==> src/rtl/rotator_pkg.sv <==
`default_nettype none
// rotator_pkg: shared types and constants for the rotator and the rotation aligner.
// Revision: 1.0
package rotator_pkg;

    localparam int ROT_WIDTH = 100;

    localparam logic [1:0] ROT_HOLD  = 2'b00;
    localparam logic [1:0] ROT_RIGHT = 2'b01;
    localparam logic [1:0] ROT_LEFT  = 2'b10;

    typedef enum logic [1:0] {
        IDLE   = 2'd0,
        SEARCH = 2'd1,
        DONE   = 2'd2
    } state_t;

endpackage
`default_nettype wire

==> src/rtl/rot_step.sv <==
`default_nettype none
// rot_step: combinational single-bit left/right rotate selected by the rotator ena encoding.
// Revision: 1.0
module rot_step
    import rotator_pkg::*;
#(
    parameter int WIDTH = ROT_WIDTH
) (
    input  logic [1:0]       ena,
    input  logic [WIDTH-1:0] word,
    output logic [WIDTH-1:0] result
);

    always_comb begin
        result = word;
        case (ena)
            ROT_LEFT:  result = {word[WIDTH-2:0], word[WIDTH-1]};
            ROT_RIGHT: result = {word[0], word[WIDTH-1:1]};
            ROT_HOLD:  result = word;
            default:   result = word;
        endcase
    end

endmodule
`default_nettype wire

==> src/rtl/rotation_aligner.sv <==
`default_nettype none
// rotation_aligner: serially recovers the right-rotation offset of a word against a reference pattern.
// Revision: 1.0
module rotation_aligner
    import rotator_pkg::*;
#(
    parameter int WIDTH = ROT_WIDTH,
    parameter int CNT_W = $clog2(WIDTH)
) (
    input  logic             clk,
    input  logic             reset,
    input  logic             start,
    output logic             in_ready,
    input  logic [WIDTH-1:0] word_in,
    input  logic [WIDTH-1:0] pattern,
    input  logic             abort,
    output logic             out_valid,
    input  logic             out_ready,
    output logic             found,
    output logic [CNT_W-1:0] offset,
    output logic [WIDTH-1:0] aligned
);

    localparam logic [CNT_W-1:0] K_LAST = CNT_W'(WIDTH - 1);

    state_t           state;
    logic [WIDTH-1:0] shreg;
    logic [WIDTH-1:0] pat_q;
    logic [WIDTH-1:0] rotated;
    logic [CNT_W-1:0] k;
    logic             primed;
    logic             eq;

    rot_step #(.WIDTH(WIDTH)) u_step (
        .ena    (ROT_LEFT),
        .word   (shreg),
        .result (rotated)
    );

    // eq always holds the registered compare of the current shreg, so the
    // first SEARCH cycle only primes it and each rotation refreshes it.
    always_ff @(posedge clk or posedge reset) begin
        if (reset) begin
            state     <= IDLE;
            shreg     <= '0;
            pat_q     <= '0;
            k         <= '0;
            primed    <= 1'b0;
            eq        <= 1'b0;
            in_ready  <= 1'b1;
            out_valid <= 1'b0;
            found     <= 1'b0;
            offset    <= '0;
            aligned   <= '0;
        end else begin
            case (state)
                IDLE: begin
                    if (start) begin
                        shreg    <= word_in;
                        pat_q    <= pattern;
                        k        <= '0;
                        primed   <= 1'b0;
                        eq       <= 1'b0;
                        in_ready <= 1'b0;
                        state    <= SEARCH;
                    end
                end
                SEARCH: begin
                    if (abort) begin
                        in_ready <= 1'b1;
                        state    <= IDLE;
                    end else if (!primed) begin
                        primed <= 1'b1;
                        eq     <= (shreg == pat_q);
                    end else if (eq) begin
                        found     <= 1'b1;
                        offset    <= k;
                        aligned   <= shreg;
                        out_valid <= 1'b1;
                        state     <= DONE;
                    end else if (k != K_LAST) begin
                        shreg <= rotated;
                        k     <= k + 1'b1;
                        eq    <= (rotated == pat_q);
                    end else begin
                        // Final rotation restores the original word for the no-match result.
                        shreg     <= rotated;
                        aligned   <= rotated;
                        found     <= 1'b0;
                        offset    <= '0;
                        out_valid <= 1'b1;
                        state     <= DONE;
                    end
                end
                DONE: begin
                    if (out_ready) begin
                        out_valid <= 1'b0;
                        in_ready  <= 1'b1;
                        state     <= IDLE;
                    end
                end
                default: begin
                    in_ready  <= 1'b1;
                    out_valid <= 1'b0;
                    state     <= IDLE;
                end
            endcase
        end
    end

endmodule
`default_nettype wire

==> config.mk <==
export PLATFORM = sky130hd
export DESIGN_NAME = rotation_aligner
export DESIGN_NICKNAME = d
export VERILOG_FILES = /design/src/rtl/rotator_pkg.sv /design/src/rtl/rot_step.sv /design/src/rtl/rotation_aligner.sv
export SDC_FILE = /design/constraint.sdc
export NUM_CORES = 1
export LEC_CHECK = 0
export ABC_AREA = 1
export ABC_CLOCK_PERIOD_IN_PS = 11100
export CORE_MARGIN = 1
export CORE_UTILIZATION = 48
export DETAILED_ROUTE_END_ITERATION = 16
export PLACE_DENSITY = 0.78
export RECOVER_POWER = 25
export SYNTH_ARGS = -nofsm -noshare
export SYNTH_HDL_FRONTEND = slang
export SYNTH_SLANG_ARGS = --single-unit
==> constraint.sdc <==
create_clock -name clk -period 11.1 [get_ports clk]
set_input_delay 1.665 -clock clk [delete_from_list [all_inputs] [get_ports clk]]
set_output_delay 1.665 -clock clk [all_outputs]
set_load 0.05 [all_outputs]
==> results of run 1 <==
[registers in the layout, summed over array words and instances, names as in the netlist]
register   count
pat_q        100
k              7
out_valid      1
aligned      100
primed         1
shreg        100
found          1
eq             1
in_ready       1
offset         7
state          2
[cell usage in the layout, fill, tap and decap left out, types with 2 or more instances in the layout]
cell type / instances
clkinv_2: 6
buf_4: 9
xor2_1: 16
a21oi_1: 4
nor3_2: 2
dlygate4sd3_1: 2
nand4_1: 12
o21ai_1: 33
clkbuf_16: 37
clkbuf_8: 8
bufinv_16: 3
clkinvlp_2: 2
o211ai_1: 100
xnor2_1: 141
nand2_2: 2
clkdlybuf4s50_1: 312
nand2_1: 775
or2_2: 2
nor3_1: 3
o21ai_0: 317
nor2_1: 79
clkbuf_1: 9
inv_1: 147
dfrtp_1: 319
nand3_1: 9
[final timing paths]
check / to / slack [ps] / cells after the start
hold reg to reg: offset[6] / 480 / 2
min in group asynchronous: aligned[70] / 3240 / 2
hold / removal: offset[6] / 480 / 2
setup reg to reg: aligned[28] / 5090 / 7
max in group clk: aligned[28] / 4400 / 8
setup / recovery: shreg[14] / 4340 / 4
[metrics by stage]
step	std cells	hold WS, ps	setup WS [ps]	total power, µW
6_report	2809	479.1	4340	7292
5_1_grt	2809	504.5	3292	7829
3_5_place_dp	2747	471.3	6223	6082
2_1_floorplan	2087	454.7	552.0	4938
3_3_place_gp	2747	459.1	6292	5970
4_1_cts	2809	485.8	6654	7319
[kinds of logic (layout without fill, tap and decap cells)]
logic type	count (synthesis)	after routing	share of synthesized area [%]
AOI/OAI and AO/OA	456	456	15.49
and+or+nand+nor	887	887	20.76
xor gates and xnor gates	157	157	8.363
DFF	321	321	48.86
buffers and inverters	265	539	6.445
adders and majority gates	1	1	0.07609
[critical path: cells and delay by family]
| kind | cells | cell delay, ps |
|---|---|---|
| buf+inv | 4 | 5370 |
[report_power, final]
part	internal, µW	switching, µW	leakage [µW]	total [µW]
sequential	1750	646	0.00391	2400
clock	732	472	0.000589	1200
combinational	1360	2330	0.00477	3690
[metal layers]
metal  wire [µm]  up-vias  share of wire [%]
li1            -     7173                  -
met1       20120     6995                 43
met2       22300      593                 47
met3        3464       82                7.3
met4        1432        0                3.0
met5           0        -                  0
[final cells by class]
class | count | area share [%]
Clock buffer | 53 | 5.096
Clock inverter | 9 | 0.5742
Inverter | 153 | 2.793
Multi-Input combinational cell | 1501 | 35.06
Sequential cell | 321 | 38.43
Tap cell | 448 | 2.680
Timing Repair Buffer | 324 | 15.37
[synth_stat cells, drive strengths merged]
master  number
nor2        80
nor3b        1
or2          3
a21boi       1
a31oi        1
a21oi        4
inv        152
nand3        9
nor3         5
xnor2      141
dfstp        1
o21ai      350
ha           1
clkbuf      70
buf         42
nand4       12
xor2        16
dfrtp      320
nand2      777
clkinv       1
o211ai     100
==> summary.md, run 1 <==
| Metric | Value |
|---|---|
| Status | finished with violations |
| Failing checks | max-capacitance violations, max-slew violations |
| Tcrit/Tclk final | 60.90% |
| Met2 Usage GRT | 44.48% |
| DIE AREA | 35000 µm² |
| Gr ovfl total | 0 |
| Synthesis-stage register bit count | 321 |
| WL final | 47320 µm |
| Vias in the first global route | 14.37k |
| Cts-stage hold buffer count | 0 |
| Clock Path Buffers | 3 |
| Crit path from | reset |
| Pwr dens | 348.6 nW/µm² |
| Port bufs | 314 |
| Final Skew | 17.07 ps |
| WP data arrival | 7220 ps |
| Yosys cell types | 32 |
| Final Max Tran Viols | 313 |
| Post_cts resized | 0 |
| Seq. cell area | 8038 µm² |
| Final Setup Violations | 0 |
| Worst path most repeated cell | buf_4 |
| Crit-path cells | dlygate4sd3_1, clkinvlp_2, buf_4, buf_4 |
| Area of the multi-input gates | 7335 µm² |
| Die Ht | 187.1 µm |
| Routed length per instance | 16.84 µm |
| CTS tree | yes |
| Crit. End Element | async pin |
| Std cell rows | 67 |
| Syn Inst Count | 2087 |
| Largest cells by area after synthesis | dfrtp_1, nand2_1, o21ai_0, xnor2_1, o211ai_1 |
| Worst endpoint required time | 11560 ps |
| Proportion of layout cells with a drive suffix above 1 | 3.261% |
| Post-DP HPWL | 34330 µm |
| Pre-antenna DRT Iters | 5 |
| Top Usage Layer GRT | met2 |
| Hold Path Class | register to register |
| Num CTS Buffers | 35 |
| Clk root buf | clkbuf_16 |
| Synth Net Count | 2293 |
| Initial drt markers | 1253 |
| CTS Sinks | 321 |
| Syn_area_per_cell | 7.878 µm² |
| Critical R2R Launch | eq |
| Slew HR | -261.7% |
| Clock transition at path regs | 60 ps |
| Maximum vdd ir drop | 0.2366 mV |
| Initial Utilization | 48.91% |
| First-pass GRT wire length | 75780 µm |
| Setup Fix Bufs, Post-CTS | 0 |
| Max incr delay on CP | 2950 ps |
| Largest net degree at the start of global routing | 123 |
| H-tree levels | 2 |
| Max Freq | 147.9 MHz |
| Max FO, Critical Path | 122 |
| Max cap viols | 3 |
| Slowest stage cell, crit path | clkinvlp_2 |
| Kind of critical path | input pin to async pin |
| M1 GR Usage | 37.03% |
| Drt drc | 0 |
| Grt met3 use | 4.447% |
| Worst min-delay path startpoint | offset[6] |
| Core Footprint | 33620 µm² |
| Min Tclk post-route | 6760 ps |
| DR vias/cell | 5.284 |
| Final hold viol count | 0 |
| Yosys warns | 0 |
| Share of the synthesized area in the top cell type | 48.70% |
| Yosys top cell by area | dfrtp_1 |
| Area grow syn2layout | 27.22% |
| Final #Nets | 2542 |
| Placed inst area | 19760 µm² |
| Sequential-to-total area share from yosys stat | 48.86% |
| Unrepaired setup endpoints after global routing | no |
| Final instance area | 20920 µm² |
| Antenna diode count | 0 |
| Routability cong. | 0.8536 |
| Die W | 187.1 µm |
| Clock Latency Late Sink | 520 ps |
| Pleak | 0.009274 µW |
| Antenna Nets Post-Route | 0 |
| Filler instances | 2864 |
| Startpoint types | input pin |
| Antenna violations before repair | 0 |
| Setup TNS | 0 ps |
| All-layer global routing usage | 27.19% |
| Least-Margin Pin Slew | 5395 ps |
| Fin util | 62.22% |
| I/O pin count | 315 |
| Synth Cell Area | 16440 µm² |
| DR vias | 14.84k |
Power figures use the tool's default switching activity.
==> run 2: changes to the inputs <==
Settings changed: ABC_CLOCK_PERIOD_IN_PS 11100 to 6600, CORE_UTILIZATION 48 to 53, PLACE_DENSITY 0.78 to 0.81.
Clock period 11.1 ns to 6.6 ns, I/O delays scaled along.
==> run 2 against run 1 <==
Net effect:
- combinational power increased by 70%
- clock-buffer cell count decreased by 9
- sequential power increased by 66%
- utilization increased by 6.2 points
- register-to-register slack got worse by 1600 ps
- sequential share of layout area about the same
- worst setup slack got worse by 2300 ps
- first-iteration DRC count increased by 4.1%
- sequential cell count unchanged
- highest routed layer unchanged
- largest power group unchanged
- die area decreased by 9.3%
- the run still ends with max-capacitance violations, max-slew violations left
==> summary.md, run 2 (synthesis results as in run 1) <==
| Metric | Value |
|---|---|
| Clk pwr share | 16.9% (+0.4 points) |
| All-layer global routing usage | 30.10% (+2.9 points) |
| Post_cts resized | 0 (unchanged) |
| Startpoint types | input pin |
| Port bufs | 314 (unchanged) |
| Final Setup Violations | 0 (unchanged) |
| Slew HR | -100.9% (+160 points) |
| Pleak | 0.009288 µW (+0.16%) |
| Max cap viols | 1 (-2) |
| Logic pwr share | 50.9% (+0.3 points) |
| Final Max Tran Viols | 122 (-61%) |
| CTS tree | yes |
| Antenna violations before repair | 0 (unchanged) |
| Crit. End Element | async pin |
| Antenna Nets Post-Route | 0 (unchanged) |
| Setup TNS | 0 ps (unchanged) |
| Clk root buf | clkbuf_16 |
| Unrepaired setup endpoints after global routing | no |
| Proportion of layout cells with a drive suffix above 1 | 3.475% (+0.21 points) |
| Largest net degree at the start of global routing | 181 (+47%) |
| Final hold viol count | 0 (unchanged) |
| Least-Margin Pin Slew | 3014 ps (-2381 ps) |
| Clock Path Buffers | 3 (unchanged) |
| H-tree levels | 2 (unchanged) |
| Worst min-delay path startpoint | in_ready |
| Die W | 178.1 µm (-4.8%) |
| Tcrit/Tclk final | 68.38% |
| Critical R2R Launch | state[0] |
| Place WS | 2564 ps (-3659 ps) |
| Seq. cell area | 8038 µm² (unchanged) |
| DR vias | 14.98k (+0.94%) |
| Register share of total power | 32.3% (-0.6 points) |
| Area of the multi-input gates | 7330 µm² (about the same) |
| Antenna diode count | 0 (unchanged) |
| Failing checks | max-capacitance violations, max-slew violations |
| Slowest stage cell, crit path | clkbuf_2 |
| Std cell rows | 64 (-4.5%) |
| Cell Int Power | 6490 µW (+69%) |
| DIE AREA | 31730 µm² (-9.3%) |
| Switching portion of total power | 47.48% (+0.15 points) |
| Vias in the first global route | 14.42k (+0.32%) |
| Most common cell after layout, fill and taps aside | nand2_1 |
| Die Ht | 178.1 µm (-4.8%) |
| Setup ws final | 2087 ps (-2253 ps) |
| Post-DP HPWL | 33420 µm (-2.7%) |
| Post-placement cell count | 2695 (-1.9%) |
| DR vias/cell | 5.437 (+2.9%) |
| Cts-stage hold buffer count | 0 (unchanged) |
| Min Tclk post-route | 4513 ps |
| First-pass GRT wire length | 74470 µm (-1.7%) |
| Final std cells w/o fill | 2756 (-1.9%) |
| Clock transition at path regs | 60 ps (about the same) |
| Kind of critical path | input pin to async pin |
| Num CTS Buffers | 34 (-2.9%) |
| Crit path from | reset |
| WP data arrival | 4460 ps (-2760 ps) |
| Routed length per instance | 17.17 µm (+1.9%) |
| Pwr dens | 590.5 nW/µm² (+69%) |
| Clock Latency Late Sink | 510 ps (about the same) |
| Initial Utilization | 53.75% (+4.8 points) |
| Routability cong. | 0.8817 (+3.3%) |
| Worst endpoint required time | 6540 ps (-5020 ps) |
| Crit-path cells | dlygate4sd3_1, clkinvlp_2, clkbuf_2 |
| Pre-antenna DRT Iters | 5 (unchanged) |
| Max incr delay on CP | 2140 ps (-810 ps) |
| Hold Path Class | register to register |
| Core Footprint | 30590 µm² (-9.0%) |
| Area grow syn2layout | 27.25% (about the same) |
| I/O pin count | 315 (unchanged) |
| Final Skew | 13.21 ps (-3.867 ps) |
| Maximum vdd ir drop | 0.4328 mV (+83%) |
| Commonest cells after routing, fill and taps aside | nand2_1, dfrtp_1, clkdlybuf4s50_1, o21ai_0, inv_1 |
| CTS Sinks | 321 (unchanged) |
| Filler instances | 2432 (-15%) |
| Max Freq | 221.6 MHz |
| Gr ovfl total | 0 (unchanged) |
| Initial drt markers | 1304 (+4.1%) |
| Max FO, Critical Path | 121 (-0.82%) |
| Sw power | 5866 µW (+70%) |
| Final #Nets | 2541 (-0.039%) |
| Top Registers | aligned: 100 flops, pat_q: 100 flops, shreg: 100 flops |
| Status | finished with violations |
| Reg2reg setup slack | 3460 ps (-1630 ps) |
| Setup Fix Bufs, Post-CTS | 0 (unchanged) |
| WL final | 47310 µm (about the same) |
| Drt drc | 0 (unchanged) |
## run 2: cell types whose count changed in the layout (fill, tap and decap cells not counted), sizes merged
cell,delta
bufinv,+2
clkbuf,-9
clkinvlp,+5
inv,+1
## run 2: worst max-delay path: cells and delay by family
kind | cells | cell delay (ps)
buffers and inverters | 3 | 3260
## run 2: power by group through the flow
stage	clock, µW	combinational (µW)	sequential (µW)
floorplan	0	3470	4830
global placement	0	6090	3940
detailed placement	0	6240	3980
CTS	2100	6320	3970
global route	2190	6920	4100
finish	2080	6280	3990
## run 2: layer usage
layer  routed length, µm  vias to the layer above  GRT usage [%]
met2               22340                      586          49.03
met4                1548                        0          10.54
li1                    -                     7178              -
met3                3341                       99          4.241
met1               20080                     7120          41.13
met5                   0                        -              0
## run 2: cell type report
class	instances	area share (%)
clock buffers	44	4.790
clock inverters	17	1.094
inverters	153	2.811
multi-input cells	1501	35.03
flip-flops and latches	321	38.42
well taps	396	2.368
repair buffers	324	15.49
## run 2: worst paths after layout
kind | cells past startpoint | endpoint
min | 2 | in_ready
min reg2reg | 2 | in_ready
max | 3 | aligned[40]
max in group clk | 13 | k[5]
min in group asynchronous | 2 | aligned[73]
max reg2reg | 13 | k[5]
## run 2: through the flow
| stage | utilization, % | hold WS (ps) | instance area (µm²) | total power, µW |
|---|---|---|---|---|
| 2_1_floorplan | - | 454.7 | 16450 | 8305 |
| 3_3_place_gp | 64.51 | 455.6 | 19730 | 10030 |
| 3_5_place_dp | 64.51 | 467.4 | 19730 | 10220 |
| 4_1_cts | 68.53 | 480.0 | 20960 | 12390 |
| 5_1_grt | 68.40 | 493.3 | 20920 | 13220 |
| 6_report | 68.40 | 481.9 | 20920 | 12360 |
==> run 3: changes to the inputs <==
Settings changed: ABC_CLOCK_PERIOD_IN_PS 6600 to 4400.
Clock period 6.6 ns to 4.4 ns, I/O delays scaled along.
==> run 3 against run 2 <==
Net effect:
- the flow still finishes with violations (max-capacitance violations, max-slew violations)
- via count rose by 0.75%
- sequential share of layout area barely moved
- combinational power rose by 51%
- power rose by 50%
- clock skew barely moved
- global-route usage fell by 0.18 points
- final area barely moved
- non-clock buffer count rose by 3
- sequential cell count did not move
- wire length fell by 0.75%
- register-to-register slack got worse by 1600 ps
- clock power rose by 44%
==> summary.md, run 3 (synthesis results as in run 1) <==
| Metric | Value |
|---|---|
| Status | finished with violations |
| Failing checks | max-capacitance violations, max-slew violations |
| Top Registers | aligned: 100 flops, pat_q: 100 flops, shreg: 100 flops |
| Kind of critical path | input pin to async pin |
| DIE AREA | 31730 µm² (unchanged) |
| Largest net degree at the start of global routing | 117 (-35%) |
| Final Max Tran Viols | 201 (+65%) |
| Worst endpoint required time | 4490 ps (-2050 ps) |
| Hold Path Depth | 2 (unchanged) |
| I/O pin count | 315 (unchanged) |
| Clock Latency Late Sink | 510 ps (about the same) |
| Slowest stage cell, crit path | clkbuf_2 |
| Final Setup Violations | 0 (unchanged) |
| Reg2reg setup slack | 1840 ps (-1620 ps) |
| Clock Path Buffers | 3 (unchanged) |
| Worst hold path endpoint | offset[5] |
| Startpoint types | input pin |
| CTS tree | yes |
| Max FO, Critical Path | 68 (-44%) |
| Worst hold slack | 480.1 ps (-1.757 ps) |
| Post-DP HPWL | 33720 µm (+0.90%) |
| Routability cong. | 0.8974 (+1.8%) |
| Critical R2R Launch | eq |
| Max Freq | 332.1 MHz |
| Maximum vdd ir drop | 0.5867 mV (+36%) |
| Gr ovfl total | 0 (unchanged) |
| Hold Path Class | register to register |
| Cts-stage hold buffer count | 0 (unchanged) |
| Port bufs | 314 (unchanged) |
| Core Footprint | 30590 µm² (unchanged) |
| Final #Nets | 2545 (+0.16%) |
| Place WS | 1746 ps (-817.6 ps) |
| Final hold viol count | 0 (unchanged) |
| Proportion of layout cells with a drive suffix above 1 | 3.390% (-0.085 points) |
| First-pass GRT wire length | 73920 µm (-0.74%) |
| H-tree levels | 2 (unchanged) |
| Setup Fix Bufs, Post-CTS | 0 (unchanged) |
| Delay-heaviest family, CP | buffers and inverters |
| Num CTS Buffers | 35 (+2.9%) |
| Slew HR | -10.06% (+91 points) |
| All-layer global routing usage | 29.92% (-0.18 points) |
| Die W | 178.1 µm (unchanged) |
| Max incr delay on CP | 1290 ps (-850 ps) |
| Clock transition at path regs | 60 ps (about the same) |
| Setup ws final | 1389 ps (-698.1 ps) |
| Crit-path cells | dlygate4sd3_1, clkinvlp_2, clkbuf_2 |
| Initial Utilization | 53.75% (unchanged) |
| Setup TNS | 0 ps (unchanged) |
| Vias in the first global route | 14.26k (-1.1%) |
| Post_cts resized | 0 (unchanged) |
| DR vias/cell | 5.477 (+0.75%) |
| Worst min-delay path startpoint | offset[5] |
| Clk root buf | clkbuf_16 |
| CTS Sinks | 321 (unchanged) |
| Least-Margin Pin Slew | 1651 ps (-1363 ps) |
| Most common cell after layout, fill and taps aside | nand2_1 |
| WL final | 46960 µm (-0.75%) |
| Tcrit/Tclk final | 68.44% |
| Area grow syn2layout | 27.34% (about the same) |
| Commonest cells after routing, fill and taps aside | nand2_1, dfrtp_1, clkdlybuf4s50_1, o21ai_0, inv_1 |
| Min Tclk post-route | 3011 ps |
| Initial drt markers | 1474 (+13%) |
| Final Skew | 12.90 ps (-0.3028 ps) |
| Pre-antenna DRT Iters | 6 (+1) |
| Antenna violations before repair | 1 (+1) |
| Antenna Nets Post-Route | 0 (unchanged) |
| Pwr dens | 883.8 nW/µm² (+50%) |
| Pleak | 0.009293 µW (about the same) |
| Antenna diode count | 0 (unchanged) |
| Worst R2R Path Depth | 7 (-6) |
| DR vias | 15.10k (+0.75%) |
| Unrepaired setup endpoints after global routing | no |
| Fin util | 68.45% (about the same) |
| Crit. End Element | async pin |
| Std cell rows | 64 (unchanged) |
| Max cap viols | 3 (+2) |
| WP data arrival | 3100 ps (-1360 ps) |
| FF-to-FF End | aligned[29] |
| Buffers and inverters on the worst path | 3 (unchanged) |
| Routed length per instance | 17.04 µm (-0.75%) |
| Drt drc | 0 (unchanged) |
| Die Ht | 178.1 µm (unchanged) |
## run 3: changes by cell type in the layout (fill, tap and decap cells not counted), moves of 2 or more
cell,previous run,this run
o21ai_0,308,276
o21ai_1,42,71
clkbuf_1,2,9
clkinvlp_4,6,1
buf_12,2,6
buf_4,7,3
o21ai_2,0,3
clkbuf_2,1,3
## run 3: tightest hold or removal path: stages (launching register included)
cell     delay [ps]
dfrtp_1         340
nand2_1          50
o21ai_0          60
## run 3: worst max-delay path by stage
stage / startpoint / to / slack (ps) / depth (start not counted)
2_1_floorplan: reset / aligned[0] / -540 / 1
3_3_place_gp: abort / aligned[31] / 1800 / 7
3_5_place_dp: abort / aligned[96] / 1750 / 7
4_1_cts: eq / aligned[29] / 1860 / 7
5_1_grt: reset / eq / 930 / 3
6_report: reset / eq / 1390 / 3
## run 3: through the flow
stage	area, µm²	cells	power (µW)
after floorplan	16450	2087	12460
after global placement	19830	2698	15120
after detailed placement	19830	2698	15400
after CTS	20990	2756	18520
after global routing	20940	2756	19830
final	20940	2756	18510
## run 3: power breakdown
group / switching [µW] / total, µW / internal [µW]
combinational: 6000 / 9470 / 3470
clock: 1170 / 3000 / 1830
sequential: 1610 / 6030 / 4420
total: 8790 / 18500 / 9710
## run 3: layer usage
| metal | vias to the layer above | track usage [%] | share of wire [%] |
|---|---|---|---|
| li1 | 7175 | - | - |
| met1 | 7171 | 40.84 | 42 |
| met2 | 633 | 47.03 | 46 |
| met3 | 114 | 5.179 | 8.0 |
| met4 | 2 | 12.75 | 4.1 |
| met5 | - | 0 | 0.017 |
## run 3: layout make-up
type	instances	area (µm²)
clock inverters	9	147.6
well taps	396	495.5
repair buffers	327	3304
multi-input cells	1501	7353
inverters	153	588.1
flip-flops and latches	321	8038
fillers	2401	9652
clock buffers	49	1011
